## config.mk

```make
export PLATFORM = sky130hd
export DESIGN_NAME = exc_issuer_flat
export DESIGN_NICKNAME = d
export VERILOG_FILES = /design/src/rtl/exc_issuer_if.sv /design/src/rtl/exc_issuer.sv /design/src/flat_wrapper.sv
export SDC_FILE = /design/constraint.sdc
export NUM_CORES = 1
export LEC_CHECK = 0
export ABC_AREA = 1
export CORE_ASPECT_RATIO = 2
export CORE_MARGIN = 2
export CORE_UTILIZATION = 25
export CTS_BUF_LIST = sky130_fd_sc_hd__clkbuf_4
export CTS_CLUSTER_DIAMETER = 40
export DETAILED_ROUTE_END_ITERATION = 10
export DONT_BUFFER_PORTS = 1
export HOLD_SLACK_MARGIN = 0.06
export PLACE_DENSITY = 0.39
export RECOVER_POWER = 100
export SLEW_MARGIN = 20
export SYNTH_ARGS = -nofsm -noshare
export SYNTH_HDL_FRONTEND = slang
export SYNTH_SLANG_ARGS = --single-unit
```

## constraint.sdc

```tcl
create_clock -name clk_i -period 3.25 [get_ports clk_i]
set_input_delay 0.325 -clock clk_i [delete_from_list [all_inputs] [get_ports clk_i]]
set_output_delay 0.325 -clock clk_i [all_outputs]
set_load 0.03 [all_outputs]
```

## src/rtl/exc_issuer_if.sv

```systemverilog
// rtl/exc_issuer_if.sv - decode/CP0 side bundle for exc_issuer (ext_int present only with EXC_INT_EN)
interface exc_issuer_if;
  logic        stall;
  logic        id_valid;
  logic        id_syscall;
  logic        id_break;
  logic        id_teq;
  logic        id_eret;
  logic        teq_eq;
  logic [31:0] id_pc;
  logic [31:0] status;
  logic [31:0] epc_in;
`ifdef EXC_INT_EN
  logic        ext_int;
`endif
  logic        exception;
  logic        eret;
  logic [4:0]  cause;
  logic [31:0] exc_pc;
  logic        redirect;
  logic [31:0] redirect_pc;
  logic        flush;
  logic        busy;

`ifdef EXC_INT_EN
  modport master (
    output stall, id_valid, id_syscall, id_break, id_teq, id_eret, teq_eq,
           id_pc, status, epc_in, ext_int,
    input  exception, eret, cause, exc_pc, redirect, redirect_pc, flush, busy
  );
  modport slave (
    input  stall, id_valid, id_syscall, id_break, id_teq, id_eret, teq_eq,
           id_pc, status, epc_in, ext_int,
    output exception, eret, cause, exc_pc, redirect, redirect_pc, flush, busy
  );
`else
  modport master (
    output stall, id_valid, id_syscall, id_break, id_teq, id_eret, teq_eq,
           id_pc, status, epc_in,
    input  exception, eret, cause, exc_pc, redirect, redirect_pc, flush, busy
  );
  modport slave (
    input  stall, id_valid, id_syscall, id_break, id_teq, id_eret, teq_eq,
           id_pc, status, epc_in,
    output exception, eret, cause, exc_pc, redirect, redirect_pc, flush, busy
  );
`endif
endinterface

```

## src/rtl/exc_issuer.sv

```systemverilog
// rtl/exc_issuer.sv - exception/ERET issue unit between decode and CP0; EXC_INT_EN adds the external interrupt path
module exc_issuer #(
  parameter logic [31:0] EXC_VECTOR   = 32'h0040_0004,
  parameter int unsigned FLUSH_CYCLES = 2
) (
  input logic          clk_i,
  input logic          rst_ni,
  exc_issuer_if.slave  bus
);

  typedef enum logic [1:0] {IDLE, ISSUE, ERET, FLUSH} state_e;

  localparam logic [3:0] FLUSH_LOAD = 4'(FLUSH_CYCLES - 1);

  state_e      state_q, state_d;
  logic [3:0]  cnt_q, cnt_d;
  logic [4:0]  cause_q, cause_d;
  logic [31:0] exc_pc_q, exc_pc_d;

  logic accept;
  logic glb_en;
  logic syscall_ok, break_ok, teq_ok, int_ok;

  assign accept     = bus.id_valid & ~bus.stall;
  assign glb_en     = bus.status[0];
  assign syscall_ok = bus.id_syscall & glb_en & bus.status[1];
  assign break_ok   = bus.id_break & glb_en & bus.status[2];
  assign teq_ok     = bus.id_teq & glb_en & bus.status[3] & bus.teq_eq;

`ifdef EXC_INT_EN
  logic sync1_q, sync2_q, pend_q, pend_d;
  logic int_clr;

  // Cause 0 is only ever issued for an interrupt, so it marks the taking cycle.
  assign int_clr = (state_q == ISSUE) && (cause_q == 5'd0);
  assign pend_d  = sync2_q | (pend_q & ~int_clr);
  assign int_ok  = pend_q & glb_en & bus.status[4];

  always_ff @(posedge clk_i or negedge rst_ni) begin
    if (!rst_ni) begin
      sync1_q <= 1'b0;
      sync2_q <= 1'b0;
      pend_q  <= 1'b0;
    end else begin
      sync1_q <= bus.ext_int;
      sync2_q <= sync1_q;
      pend_q  <= pend_d;
    end
  end

  logic unused_status;
  assign unused_status = ^bus.status[31:5];
`else
  assign int_ok = 1'b0;

  logic unused_status;
  assign unused_status = ^bus.status[31:4];
`endif

  always_ff @(posedge clk_i or negedge rst_ni) begin
    if (!rst_ni) begin
      state_q  <= IDLE;
      cnt_q    <= 4'd0;
      cause_q  <= 5'd0;
      exc_pc_q <= 32'd0;
    end else begin
      state_q  <= state_d;
      cnt_q    <= cnt_d;
      cause_q  <= cause_d;
      exc_pc_q <= exc_pc_d;
    end
  end

  always_comb begin
    state_d  = state_q;
    cnt_d    = cnt_q;
    cause_d  = cause_q;
    exc_pc_d = exc_pc_q;
    unique case (state_q)
      IDLE: begin
        // Only the highest-priority source is taken; decode re-presents the rest.
        if (accept) begin
          if (bus.id_eret) begin
            state_d = ERET;
          end else if (int_ok) begin
            state_d  = ISSUE;
            cause_d  = 5'd0;
            exc_pc_d = bus.id_pc;
          end else if (syscall_ok) begin
            state_d  = ISSUE;
            cause_d  = 5'd8;
            exc_pc_d = bus.id_pc;
          end else if (break_ok) begin
            state_d  = ISSUE;
            cause_d  = 5'd9;
            exc_pc_d = bus.id_pc;
          end else if (teq_ok) begin
            state_d  = ISSUE;
            cause_d  = 5'd13;
            exc_pc_d = bus.id_pc;
          end
        end
      end
      ISSUE, ERET: begin
        state_d = FLUSH;
        cnt_d   = FLUSH_LOAD;
      end
      FLUSH: begin
        if (cnt_q == 4'd0) begin
          state_d = IDLE;
        end else begin
          cnt_d = cnt_q - 4'd1;
        end
      end
      default: state_d = IDLE;
    endcase
  end

  // Outputs decode straight from the state register so reset drops them at once.
  assign bus.exception   = (state_q == ISSUE);
  assign bus.eret        = (state_q == ERET);
  assign bus.redirect    = (state_q == ISSUE) || (state_q == ERET);
  assign bus.redirect_pc = (state_q == ISSUE) ? EXC_VECTOR :
                           (state_q == ERET)  ? bus.epc_in : 32'd0;
  assign bus.flush       = (state_q != IDLE);
  assign bus.busy        = (state_q != IDLE);
  assign bus.cause       = cause_q;
  assign bus.exc_pc      = exc_pc_q;

endmodule
```

## src/flat_wrapper.sv

```systemverilog
// flat-port wrapper written by rule: the top's interface ports become plain ports
module exc_issuer_flat 
#(
  parameter logic [31:0] EXC_VECTOR   = 32'h0040_0004,
  parameter int unsigned FLUSH_CYCLES = 2
)
  (clk_i, rst_ni, bus_stall, bus_id_valid, bus_id_syscall, bus_id_break, bus_id_teq, bus_id_eret, bus_teq_eq, bus_id_pc, bus_status, bus_epc_in, bus_exception, bus_eret, bus_cause, bus_exc_pc, bus_redirect, bus_redirect_pc, bus_flush, bus_busy);
  exc_issuer_if bus_i ();
  input logic clk_i;
  input logic rst_ni;
  input wire logic [$bits(bus_i.stall)-1:0] bus_stall;
  input wire logic [$bits(bus_i.id_valid)-1:0] bus_id_valid;
  input wire logic [$bits(bus_i.id_syscall)-1:0] bus_id_syscall;
  input wire logic [$bits(bus_i.id_break)-1:0] bus_id_break;
  input wire logic [$bits(bus_i.id_teq)-1:0] bus_id_teq;
  input wire logic [$bits(bus_i.id_eret)-1:0] bus_id_eret;
  input wire logic [$bits(bus_i.teq_eq)-1:0] bus_teq_eq;
  input wire logic [$bits(bus_i.id_pc)-1:0] bus_id_pc;
  input wire logic [$bits(bus_i.status)-1:0] bus_status;
  input wire logic [$bits(bus_i.epc_in)-1:0] bus_epc_in;
  output wire logic [$bits(bus_i.exception)-1:0] bus_exception;
  output wire logic [$bits(bus_i.eret)-1:0] bus_eret;
  output wire logic [$bits(bus_i.cause)-1:0] bus_cause;
  output wire logic [$bits(bus_i.exc_pc)-1:0] bus_exc_pc;
  output wire logic [$bits(bus_i.redirect)-1:0] bus_redirect;
  output wire logic [$bits(bus_i.redirect_pc)-1:0] bus_redirect_pc;
  output wire logic [$bits(bus_i.flush)-1:0] bus_flush;
  output wire logic [$bits(bus_i.busy)-1:0] bus_busy;
  assign bus_i.stall = bus_stall;
  assign bus_i.id_valid = bus_id_valid;
  assign bus_i.id_syscall = bus_id_syscall;
  assign bus_i.id_break = bus_id_break;
  assign bus_i.id_teq = bus_id_teq;
  assign bus_i.id_eret = bus_id_eret;
  assign bus_i.teq_eq = bus_teq_eq;
  assign bus_i.id_pc = bus_id_pc;
  assign bus_i.status = bus_status;
  assign bus_i.epc_in = bus_epc_in;
  assign bus_exception = bus_i.exception;
  assign bus_eret = bus_i.eret;
  assign bus_cause = bus_i.cause;
  assign bus_exc_pc = bus_i.exc_pc;
  assign bus_redirect = bus_i.redirect;
  assign bus_redirect_pc = bus_i.redirect_pc;
  assign bus_flush = bus_i.flush;
  assign bus_busy = bus_i.busy;
  exc_issuer #(.EXC_VECTOR(EXC_VECTOR), .FLUSH_CYCLES(FLUSH_CYCLES)) u_core (.clk_i(clk_i), .rst_ni(rst_ni), .bus(bus_i));
endmodule
```

==> results of run 1 <==
==> how the worst min path moves through the flow <==
stage | startpoint | end | slack, ns | cells after the start
2_1_floorplan | rst_ni | u_core.bus.cause[0] | 0.03 | 0
3_3_place_gp | rst_ni | u_core.bus.cause[3] | 0.03 | 0
4_1_cts | bus_id_pc[22] | u_core.bus.exc_pc[22] | 0.07 | 2
6_report | bus_id_pc[22] | u_core.bus.exc_pc[22] | 0.09 | 2
5_1_grt | bus_id_pc[24] | u_core.bus.exc_pc[24] | 0.07 | 2
3_5_place_dp | rst_ni | u_core.bus.exc_pc[3] | 0.03 | 0
==> synthesized netlist by cell type, types with 2 or more instances <==
cell | instances | share of area
nand2_1 | 124 | 0.22
dfrtp_1 | 41 | 0.48
nand3_1 | 38 | 0.088
nor2_1 | 34 | 0.059
inv_1 | 12 | 0.021
buf_4 | 6 | 0.021
ha_1 | 6 | 0.035
buf_1 | 3 | 0.0052
buf_2 | 3 | 0.0070
buf_6 | 3 | 0.016
clkbuf_1 | 3 | 0.0052
o21ai_0 | 3 | 0.0070
inv_2 | 2 | 0.0035
o22ai_1 | 2 | 0.0058
==> cell type report <==
class / count / area share
diodes: 1 / 0.00109
clock buffers: 6 / 0.0197
clock inverters: 2 / 0.0148
inverters: 14 / 0.0230
multi-input cells: 215 / 0.415
flip-flops and latches: 41 / 0.449
well taps: 98 / 0.0536
repair buffers: 5 / 0.0246
==> per-layer routing <==
| metal | track usage | wire (um) | vias to the layer above |
|---|---|---|---|
| met5 | 0 | 0 | - |
| met4 | 0.0556 | 61 | 0 |
| met3 | 0.0246 | 407 | 4 |
| met2 | 0.241 | 3210 | 100 |
| met1 | 0.123 | 1910 | 820 |
| li1 | - | - | 873 |
==> worst max-delay path, delay by kind of cell, from the launching register on <==
family,cells,cell delay (ns)
buffers and inverters,2,0.22
AND/OR/NAND/NOR,1,0.29
adder cells (fa/ha/maj),1,0.80
flip-flops,1,0.44
==> cell families after synthesis <==
kind of cell,count (synthesis)
adders and majority gates,6
other,1
AOI/OAI and AO/OA,5
buffers and inverters,32
DFF,41
xor gates and xnor gates,1
and+or+nand+nor,201
==> power groups by stage <==
stage | combinational, mW | sequential [mW] | clock [mW]
2_1_floorplan | 0.892 | 1.20 | 0
3_3_place_gp | 0.977 | 1.25 | 0
3_5_place_dp | 0.989 | 1.25 | 0
4_1_cts | 1.01 | 1.24 | 0.364
5_1_grt | 1.11 | 1.27 | 0.383
6_report | 0.975 | 1.23 | 0.340
==> state kept, by name (all words and copies together) (netlist names) <==
| name | cells |
|---|---|
| u_core.cnt_q | 4 |
| u_core.bus.exc_pc | 32 |
| u_core.bus.cause | 3 |
| u_core.state_q | 2 |
==> through the flow <==
stage / area (um^2) / instances / util
final: 2290 / 382 / 0.276
after global routing: 2290 / 382 / 0.276
after CTS: 2300 / 381 / 0.278
after detailed placement: 2180 / 371 / 0.263
after global placement: 2180 / 371 / 0.263
after floorplan: 2160 / 288 / -
==> what timing repair did <==
action                                 CTS  global route
gates resized for setup                  0             0
endpoints found under the hold margin   41             0
setup endpoints to repair                0             0
hold buffers                             2             0
==> metrics.csv, run 1 <==
metric;value;unit
reg2reg end;u_core.bus.cause[2];
Sum Neg Setup Slack;0;ns
maximum VDD drop;0.410;mV
Post-synth EDFFs;0;
Synth Instances;287;
largest net degree at the start of global routing;42;
num ports;179;
Setup crit end kind;output port;
clk root buf;clkbuf_4;
Critical Path Most Common Cell;inv_1;
DP Worst Slack;1.05;ns
first-pass iteration count of the detailed router;4;
worst path cell trace;inv_1, ha_1, inv_1, nand2_1;
Gate power share;0.382;
CP Class;register to output port;
Die H;135;um
Highest Clock Rate;0.411;GHz
status;completed;
clock insertion delay at the later pin of the skew report;0.35;ns
CTS tree;yes;
I/O Buffers;0;
First DRT Iteration DRCs;85;
postcts setup bufs;0;
flops & latches, synth;41;
Power Dens Cells;1110;mW/mm^2
initial antenna violation count;1;
die area;0.00941;mm^2
Leak;1.25;nW
CP max stage cell;ha_1;
r2r startpoint;u_core.state_q[0];
Die X-Extent;69.6;um
final critical-path required period;2.43;ns
RSZ-0062 raised after global routing;false;
FILL cells;915;
multi-input logic area;948;um^2
R2R setup slack;0.89;ns
Psw;1.43;mW
core area;0.00829;mm^2
Most used DFF post-synth;dfrtp_1;
post-route antenna net violation count;0;
most frequent cells in the layout;124 x nand2_1, 41 x dfrtp_1, 38 x nand3_1;
clock power share;0.133;
Critical Path Max Stage Delay;0.80;ns
Compound-Gate Fraction of Synth Area;0.0128;
RePlAce Congestion;0.710;
# H-tree levels;2;
Slew HR;0.347;
Hold Path Class;input pin to register;
slew of the pin with the lowest slew margin;0.980;ns
register area share after synthesis;0.477;
net count reported at finish;393;
Residual DRC;0;
first-pass GRT wire length;9050;um
largest family of logic cells by synthesized area;simple AND/OR/NAND/NOR gates;
cell area after synthesis;0.00215;mm^2
Clock Pin Slew Worst Setup and Hold Paths;0.13;ns
XOR/XNOR Fraction of Synth Area;0.00407;
number of global-route vias before repair;1773;
Critical Path Start Type;register;
GRT Overall Usage;0.124;
final WL;5590;um
switch share;0.562;
final worst slack;0.817;ns
number of max-slew violations in the final report;0;
endpoints failing setup;0;
MaxCap Viol Count;0;
Starting Density;0.260;
WHS;0.0928;ns
TritonCTS Buffers;5;
area growth from synthesis to layout;6.28;%
row count;47;
DP Wirelength;4080;um
critical path endpoint;bus_redirect_pc[2];
launch point of the worst path;u_core.state_q[1];
P_int;1.12;mW
fin crit share;0.749;
Post-Synth Adder-Cell Area;0.0349;
simple-gate share of the synthesized area;0.391;
layout cells sized above 1;0.0459;
Wirelength per Cell;14.6;um
register area;0.00103;mm^2
Vias;1797;
share of power burned in registers;0.484;
R2R cell count;8;
worst endpoint required time;2.92;ns
mux share of post-synthesis cell area;0;
YS warnings;0;
Design Power;2.55;mW
Final Hold Viols;0;
clock tree sinks;41;
vias per inst;4.70;
FFs w/ async S/R, synth;1.00;
grt ovf;0;
CP max FO;32;
Bufs on Longest Clock Path;2;
most common cell after layout, fill and taps aside;nand2_1;
synth unique cells;21;
syn avg cell area;7.50;um^2
Final Skew;0.0111;ns
Arrival @ worst endpoint;2.11;ns
Note: power is estimated with default switching activity, not from simulation.
==> run 2, diff against run 1 <==
Settings changed: PLACE_DENSITY 0.39 to 0.41.
Clock period 3.25 ns to 2.2 ns, I/O delays scaled along.
==> run 2 against run 1 <==
  * Design area rose by 21%
  * Critical path depth rose by 2
  * Worst hold slack improved by 0.0056 ns
  * First-iteration DRC count fell by 39%
  * Global-route usage rose by 0.39 points
  * Routed wire length rose by 6.2%
  * Clock skew fell by 0.0015 ns
  * Final cell count rose by 17%
  * Sequential share of layout area fell by 7.8 points
  * Sequential power rose by 49%
  * Register-to-register slack got worse by 0.64 ns
  * Utilization rose by 5.8 points
  * Critical endpoint is now bus_redirect_pc[16]
==> metrics.csv, run 2 (synthesis results as in run 1) <==
metric;value;unit;change
Setup crit end kind;output port;;unchanged
Wirelength per Cell;13.3;um;was 14.6 um
net count reported at finish;458;;was 393
Starting Density;0.260;;unchanged
# H-tree levels;2;;unchanged
clk root buf;clkbuf_4;;unchanged
die area;0.00941;mm^2;unchanged
Final Skew;0.00956;ns;was 0.0111 ns
Leak;1.54;nW;was 1.25 nW
final instance area;0.00277;mm^2;was 0.00229 mm^2
slew of the pin with the lowest slew margin;1.06;ns;was 0.980 ns
DP Area;0.00243;mm^2;was 0.00218 mm^2
area growth from synthesis to layout;28.7;%;was 6.28%
TritonCTS Buffers;5;;unchanged
share of power burned in registers;0.461;;was 0.484
most common cell after layout, fill and taps aside;nand2_1;;unchanged
CP delay by family, top;buffers and inverters;;was adder cells
max reg flops;32;;unchanged
status;completed;;unchanged
largest net degree at the start of global routing;42;;unchanged
clock tree sinks;41;;unchanged
Hold Crit Endpoint;u_core.state_q[1];;was u_core.bus.exc_pc[22]
First DRT Iteration DRCs;52;;was 85
clock insertion delay at the later pin of the skew report;0.35;ns;about the same
core area;0.00829;mm^2;unchanged
layout cells sized above 1;0.138;;was 0.0459
R2R cell count;9;;was 8
Bufs on Longest Clock Path;2;;unchanged
worst path cell trace;inv_1, ha_1, buf_4, nand2_1, nor2_1, clkbuf_2;;was inv_1, ha_1, inv_1, nand2_1
Die X-Extent;69.6;um;unchanged
P_int;1.80;mW;was 1.12 mW
top sig layer;met4;;unchanged
switch share;0.546;;was 0.562
WL met2;3310;um;was 3210 um
post-route antenna net violation count;0;;unchanged
first-pass GRT wire length;9550;um;was 9050 um
FILL cells;912;;was 915
I/O Buffers;0;;unchanged
register area;0.00103;mm^2;unchanged
Psw;2.16;mW;was 1.43 mW
r2r startpoint;u_core.state_q[0];;unchanged
multi-input logic area;956;um^2;was 948 um^2
DP Wirelength;4390;um;was 4080 um
RePlAce Congestion;0.761;;was 0.710
diodes inserted;0;;was 1
row count;47;;unchanged
vias per inst;4.45;;was 4.70
GRT Overall Usage;0.128;;was 0.124
reg2reg end;u_core.bus.exc_pc[11];;was u_core.bus.cause[2]
M1 WL;2090;um;was 1910 um
Critical Path Max Stage Delay;0.44;ns;was 0.80 ns
num ports;179;;unchanged
Die H;135;um;unchanged
Critical Path Start Type;register;;unchanged
WHS;0.0984;ns;was 0.0928 ns
Hold Startpoint;bus_id_eret;;was bus_id_pc[22]
CP max FO;33;;was 32
number of max-slew violations in the final report;0;;unchanged
number of global-route vias before repair;1957;;was 1773
clock power share;0.127;;was 0.133
CP max stage cell;dfrtp_1;;was ha_1
final critical-path required period;2.00;ns;
maximum VDD drop;0.560;mV;was 0.410 mV
CP Class;register to output port;;unchanged
Arrival @ worst endpoint;1.78;ns;was 2.11 ns
Final Hold Viols;0;;unchanged
Hold Path Class;input pin to register;;unchanged
Highest Clock Rate;0.499;GHz;
Gate power share;0.412;;was 0.382
CP bufs+invs;3;;was 2
Residual DRC;0;;unchanged
fin crit share;0.911;;
final WL;5940;um;was 5590 um
Vias;1984;;was 1797
DR WL met3;429;um;was 407 um
Sum Neg Setup Slack;0;ns;unchanged
endpoints failing setup;0;;unchanged
Power Dens Cells;1430;mW/mm^2;was 1110 mW/mm^2
MaxCap Viol Count;0;;unchanged
RSZ-0062 raised after global routing;false;;unchanged
first-pass iteration count of the detailed router;4;;unchanged
initial antenna violation count;0;;was 1
Slew HR;0.294;;was 0.347
R2R setup slack;0.25;ns;was 0.89 ns
worst endpoint required time;1.98;ns;was 2.92 ns
Clock Pin Slew Worst Setup and Hold Paths;0.12;ns;was 0.13 ns
grt ovf;0;;unchanged
Hold Path Depth;4;;was 2
most frequent cells in the layout;124 x nand2_1, 41 x dfrtp_1, 38 x nand3_1;;unchanged
CTS tree;yes;;unchanged
run 2: cell count changes in the layout (fill, tap and decap cells not counted), sizes merged:
cell,before,now
buf,3,21
clkbuf,7,22
diode,1,0
dlygate4sd3,1,33
run 2: layout make-up:
cell class,instances,area share
Clock buffer,6,0.0163
Clock inverter,2,0.0122
Inverter,14,0.0190
Multi-Input combinational cell,215,0.345
Sequential cell,41,0.370
Tap cell,98,0.0443
Timing Repair Buffer,70,0.193
run 2: timing repair:
item | in CTS | in global routing
buffers inserted | 0 | 0
hold buffers | 34 | 0
setup endpoints to repair | 0 | 20
endpoints found under the hold margin | 73 | 0
resized for setup | 0 | 1
run 2: metal layers:
| layer | track usage | up-vias |
|---|---|---|
| met5 | 0 | - |
| li1 | - | 1002 |
| met4 | 0.0523 | 0 |
| met1 | 0.131 | 888 |
| met3 | 0.0298 | 7 |
| met2 | 0.244 | 87 |
run 2: per-stage QoR:
stage               setup slack [ns]  power (mW)   util  instances
finish                         0.196        3.97  0.334        446
global route                  0.0226        4.27  0.334        446
CTS                           0.0957        4.14  0.346        446
detailed placement             0.309        3.55  0.293        404
global placement               0.298        3.52  0.293        404
floorplan                      0.314        3.08      -        288
run 2: how the worst max path moves through the flow:
stage                                     end  cells after the start              start  slack [ns]
after global routing      bus_redirect_pc[28]                      6  u_core.state_q[0]        0.02
after CTS                  bus_redirect_pc[8]                      5  u_core.state_q[1]         0.1
final                     bus_redirect_pc[16]                      6  u_core.state_q[0]        0.20
after detailed placement  u_core.bus.cause[2]                      9  u_core.state_q[0]        0.31
after global placement    u_core.bus.cause[2]                      9  u_core.state_q[0]        0.30
after floorplan           bus_redirect_pc[10]                      5  u_core.state_q[0]        0.31
run 2: worst register-to-register path, cell delays in order (launching register included):
cell	delay, ns
dfrtp_1	0.44
inv_1	0.10
ha_1	0.19
inv_1	0.06
nor2_1	0.19
inv_2	0.10
nor2_8	0.26
nand2_4	0.29
nand2_1	0.15
nand2_1	0.05
run 2: power by group through the flow:
stage / Combinational [mW] / Sequential [mW] / Clock (mW)
after floorplan: 1.32 / 1.77 / 0
after global placement: 1.67 / 1.86 / 0
after detailed placement: 1.69 / 1.86 / 0
after CTS: 1.76 / 1.84 / 0.535
after global routing: 1.84 / 1.87 / 0.561
final: 1.63 / 1.83 / 0.504
==> run 3, diff against run 2 <==
Settings changed: ABC_CLOCK_PERIOD_IN_PS from default to 2200, PLACE_DENSITY 0.41 to 0.38.
==> run 3 against run 2 <==
  * Via count shrank 0.71%
  * Critical path type unchanged
  * Utilization shrank 0.33 points
  * Clock skew grew 0.0041 ns
  * Combinational power is essentially flat
  * First-iteration DRC count grew 58%
  * Routed wire length shrank 0.10%
  * Highest routed layer unchanged
  * Design area shrank 0.99%
  * Final cell count is the same
  * Die area is the same
  * Critical endpoint is now bus_flush
==> metrics.csv, run 3 (synthesis results as in run 1) <==
metric;value;unit;change
Final Hold Viols;0;;unchanged
RSZ-0062 raised after global routing;false;;unchanged
worst endpoint required time;1.98;ns;about the same
DP Wirelength;4360;um;was 4390 um
Setup crit end kind;output port;;unchanged
grt peak-use layer;met2;;unchanged
final critical-path required period;1.99;ns;was 2.00 ns
maximum VDD drop;0.484;mV;was 0.560 mV
Residual DRC;0;;unchanged
largest net degree at the start of global routing;42;;unchanged
CP max FO;4;;was 33
# H-tree levels;2;;unchanged
first-pass iteration count of the detailed router;4;;unchanged
clock insertion delay at the later pin of the skew report;0.35;ns;about the same
Arrival @ worst endpoint;1.77;ns;was 1.78 ns
worst path cell trace;inv_1, ha_1, inv_2, clkbuf_1;;was inv_1, ha_1, buf_4, nand2_1, nor2_1, clkbuf_2
Die H;135;um;unchanged
net count reported at finish;458;;unchanged
Finished Layout Cells;446;;unchanged
CTS tree;yes;;unchanged
initial antenna violation count;1;;was 0
CP Class;register to output port;;unchanged
First DRT Iteration DRCs;82;;was 52
first-pass GRT wire length;9680;um;was 9550 um
Vias;1970;;was 1984
Power Dens Cells;1400;mW/mm^2;was 1430 mW/mm^2
Placed Instances;404;;unchanged
Hold Startpoint;bus_id_eret;;unchanged
multi-input logic area;956;um^2;unchanged
slew of the pin with the lowest slew margin;1.06;ns;about the same
CP bufs+invs;3;;unchanged
Critical Path Start Type;register;;unchanged
area growth from synthesis to layout;27.4;%;was 28.7%
CP delay by family, top;buffers and inverters;;unchanged
post-route antenna net violation count;0;;unchanged
FILL cells;917;;was 912
row count;47;;unchanged
Starting Density;0.260;;unchanged
most common cell after layout, fill and taps aside;nand2_1;;unchanged
Wirelength per Cell;13.3;um;about the same
I/O Buffers;0;;unchanged
fin crit share;0.906;;was 0.911
number of max-slew violations in the final report;0;;unchanged
GRT Overall Usage;0.130;;was 0.128
Final Skew;0.0137;ns;was 0.00956 ns
core area;0.00829;mm^2;unchanged
clk root buf;clkbuf_4;;unchanged
grt ovf;0;;unchanged
Clock Pin Slew Worst Setup and Hold Paths;0.12;ns;about the same
MaxCap Viol Count;0;;unchanged
most frequent cells in the layout;124 x nand2_1, 41 x dfrtp_1, 38 x nand3_1;;unchanged
clock tree sinks;41;;unchanged
max reg flops;32;;unchanged
Hold Path Class;input pin to register;;unchanged
final WL;5930;um;was 5940 um
Design Power;3.84;mW;was 3.97 mW
DP Worst Slack;0.540;ns;was 0.309 ns
Highest Clock Rate;0.502;GHz;was 0.499 GHz
number of global-route vias before repair;1959;;was 1957
endpoints failing setup;0;;unchanged
met1 GRT Util;0.137;;was 0.131
layout cells sized above 1;0.135;;was 0.138
final worst slack;0.206;ns;was 0.196 ns
Slew HR;0.291;;was 0.294
register area;0.00103;mm^2;unchanged
Leak;1.51;nW;was 1.54 nW
Critical Path Max Stage Delay;0.58;ns;was 0.44 ns
r2r startpoint;u_core.state_q[0];;unchanged
status;completed;;unchanged
Bufs on Longest Clock Path;2;;unchanged
vias per inst;4.42;;was 4.45
CP max stage cell;clkbuf_1;;was dfrtp_1
launch point of the worst path;u_core.state_q[0];;unchanged
Die X-Extent;69.6;um;unchanged
WHS;0.113;ns;was 0.0984 ns
met2 usage;0.238;;was 0.244
Sum Neg Setup Slack;0;ns;unchanged
met3 Use GR;0.0357;;was 0.0298
die area;0.00941;mm^2;unchanged
num ports;179;;unchanged
RePlAce Congestion;0.656;;was 0.761
TritonCTS Buffers;5;;unchanged
## run 3: cell count changes in the layout (fill, tap and decap cells not counted), moves of 2 or more
| cell | previous run | this run |
|---|---|---|
| clkbuf_4 | 8 | 6 |
| buf_4 | 6 | 4 |
| buf_2 | 15 | 3 |
| clkbuf_2 | 13 | 27 |
## run 3: layout make-up
| type | count | area share |
|---|---|---|
| sequential | 41 | 0.374 |
| multi-input combinational | 215 | 0.349 |
| timing repair buffer | 70 | 0.193 |
| tap | 98 | 0.0447 |
| inverter | 14 | 0.0192 |
| clock buffer | 6 | 0.0164 |
| clock inverter | 1 | 0.00319 |
| antenna | 1 | 0.000912 |
## run 3: path summary, 6_finish.rpt
| check | endpoint | slack, ns | cells past startpoint |
|---|---|---|---|
| setup / recovery | bus_flush | 0.21 | 4 |
| hold / removal | u_core.state_q[1] | 0.11 | 4 |
| setup reg to reg | u_core.state_q[1] | 0.29 | 8 |
| hold reg to reg | u_core.cnt_q[3] | 0.55 | 3 |
| max in group asynchronous | u_core.bus.exc_pc[13] | 0.94 | 2 |
| min in group asynchronous | u_core.bus.exc_pc[5] | 0.61 | 2 |
## run 3: per-stage QoR
stage	utilization	cell area, um^2
after floorplan	-	2160
after global placement	0.293	2430
after detailed placement	0.293	2430
after CTS	0.343	2840
after global routing	0.331	2740
final	0.331	2740
## run 3: report_power, final
group          internal [mW]  switching [mW]  total (mW)
Combinational          0.483            1.15        1.63
Sequential              1.06           0.767        1.83
Clock                  0.134           0.246       0.380
## run 3: worst reg2reg max path, stage by stage (launching register included)
cell	delay, ns
dfrtp_1	0.43
inv_1	0.08
ha_1	0.24
inv_2	0.09
clkbuf_1	0.58
nand2_1	0.17
nand2_1	0.11
nand3_1	0.08
nand2_1	0.08
## run 3: per-layer routing
layer,vias up,part of all wire
li1,999,-
met1,879,0.37
met2,85,0.54
met3,7,0.066
met4,0,0.023
met5,-,0
## run 3: timing repair
action,4_1_cts,5_1_grt
setup endpoints to repair,0,18
hold endpoints to repair,73,0
setup buffers,0,0
resized for setup,0,1
hold buffers,34,0
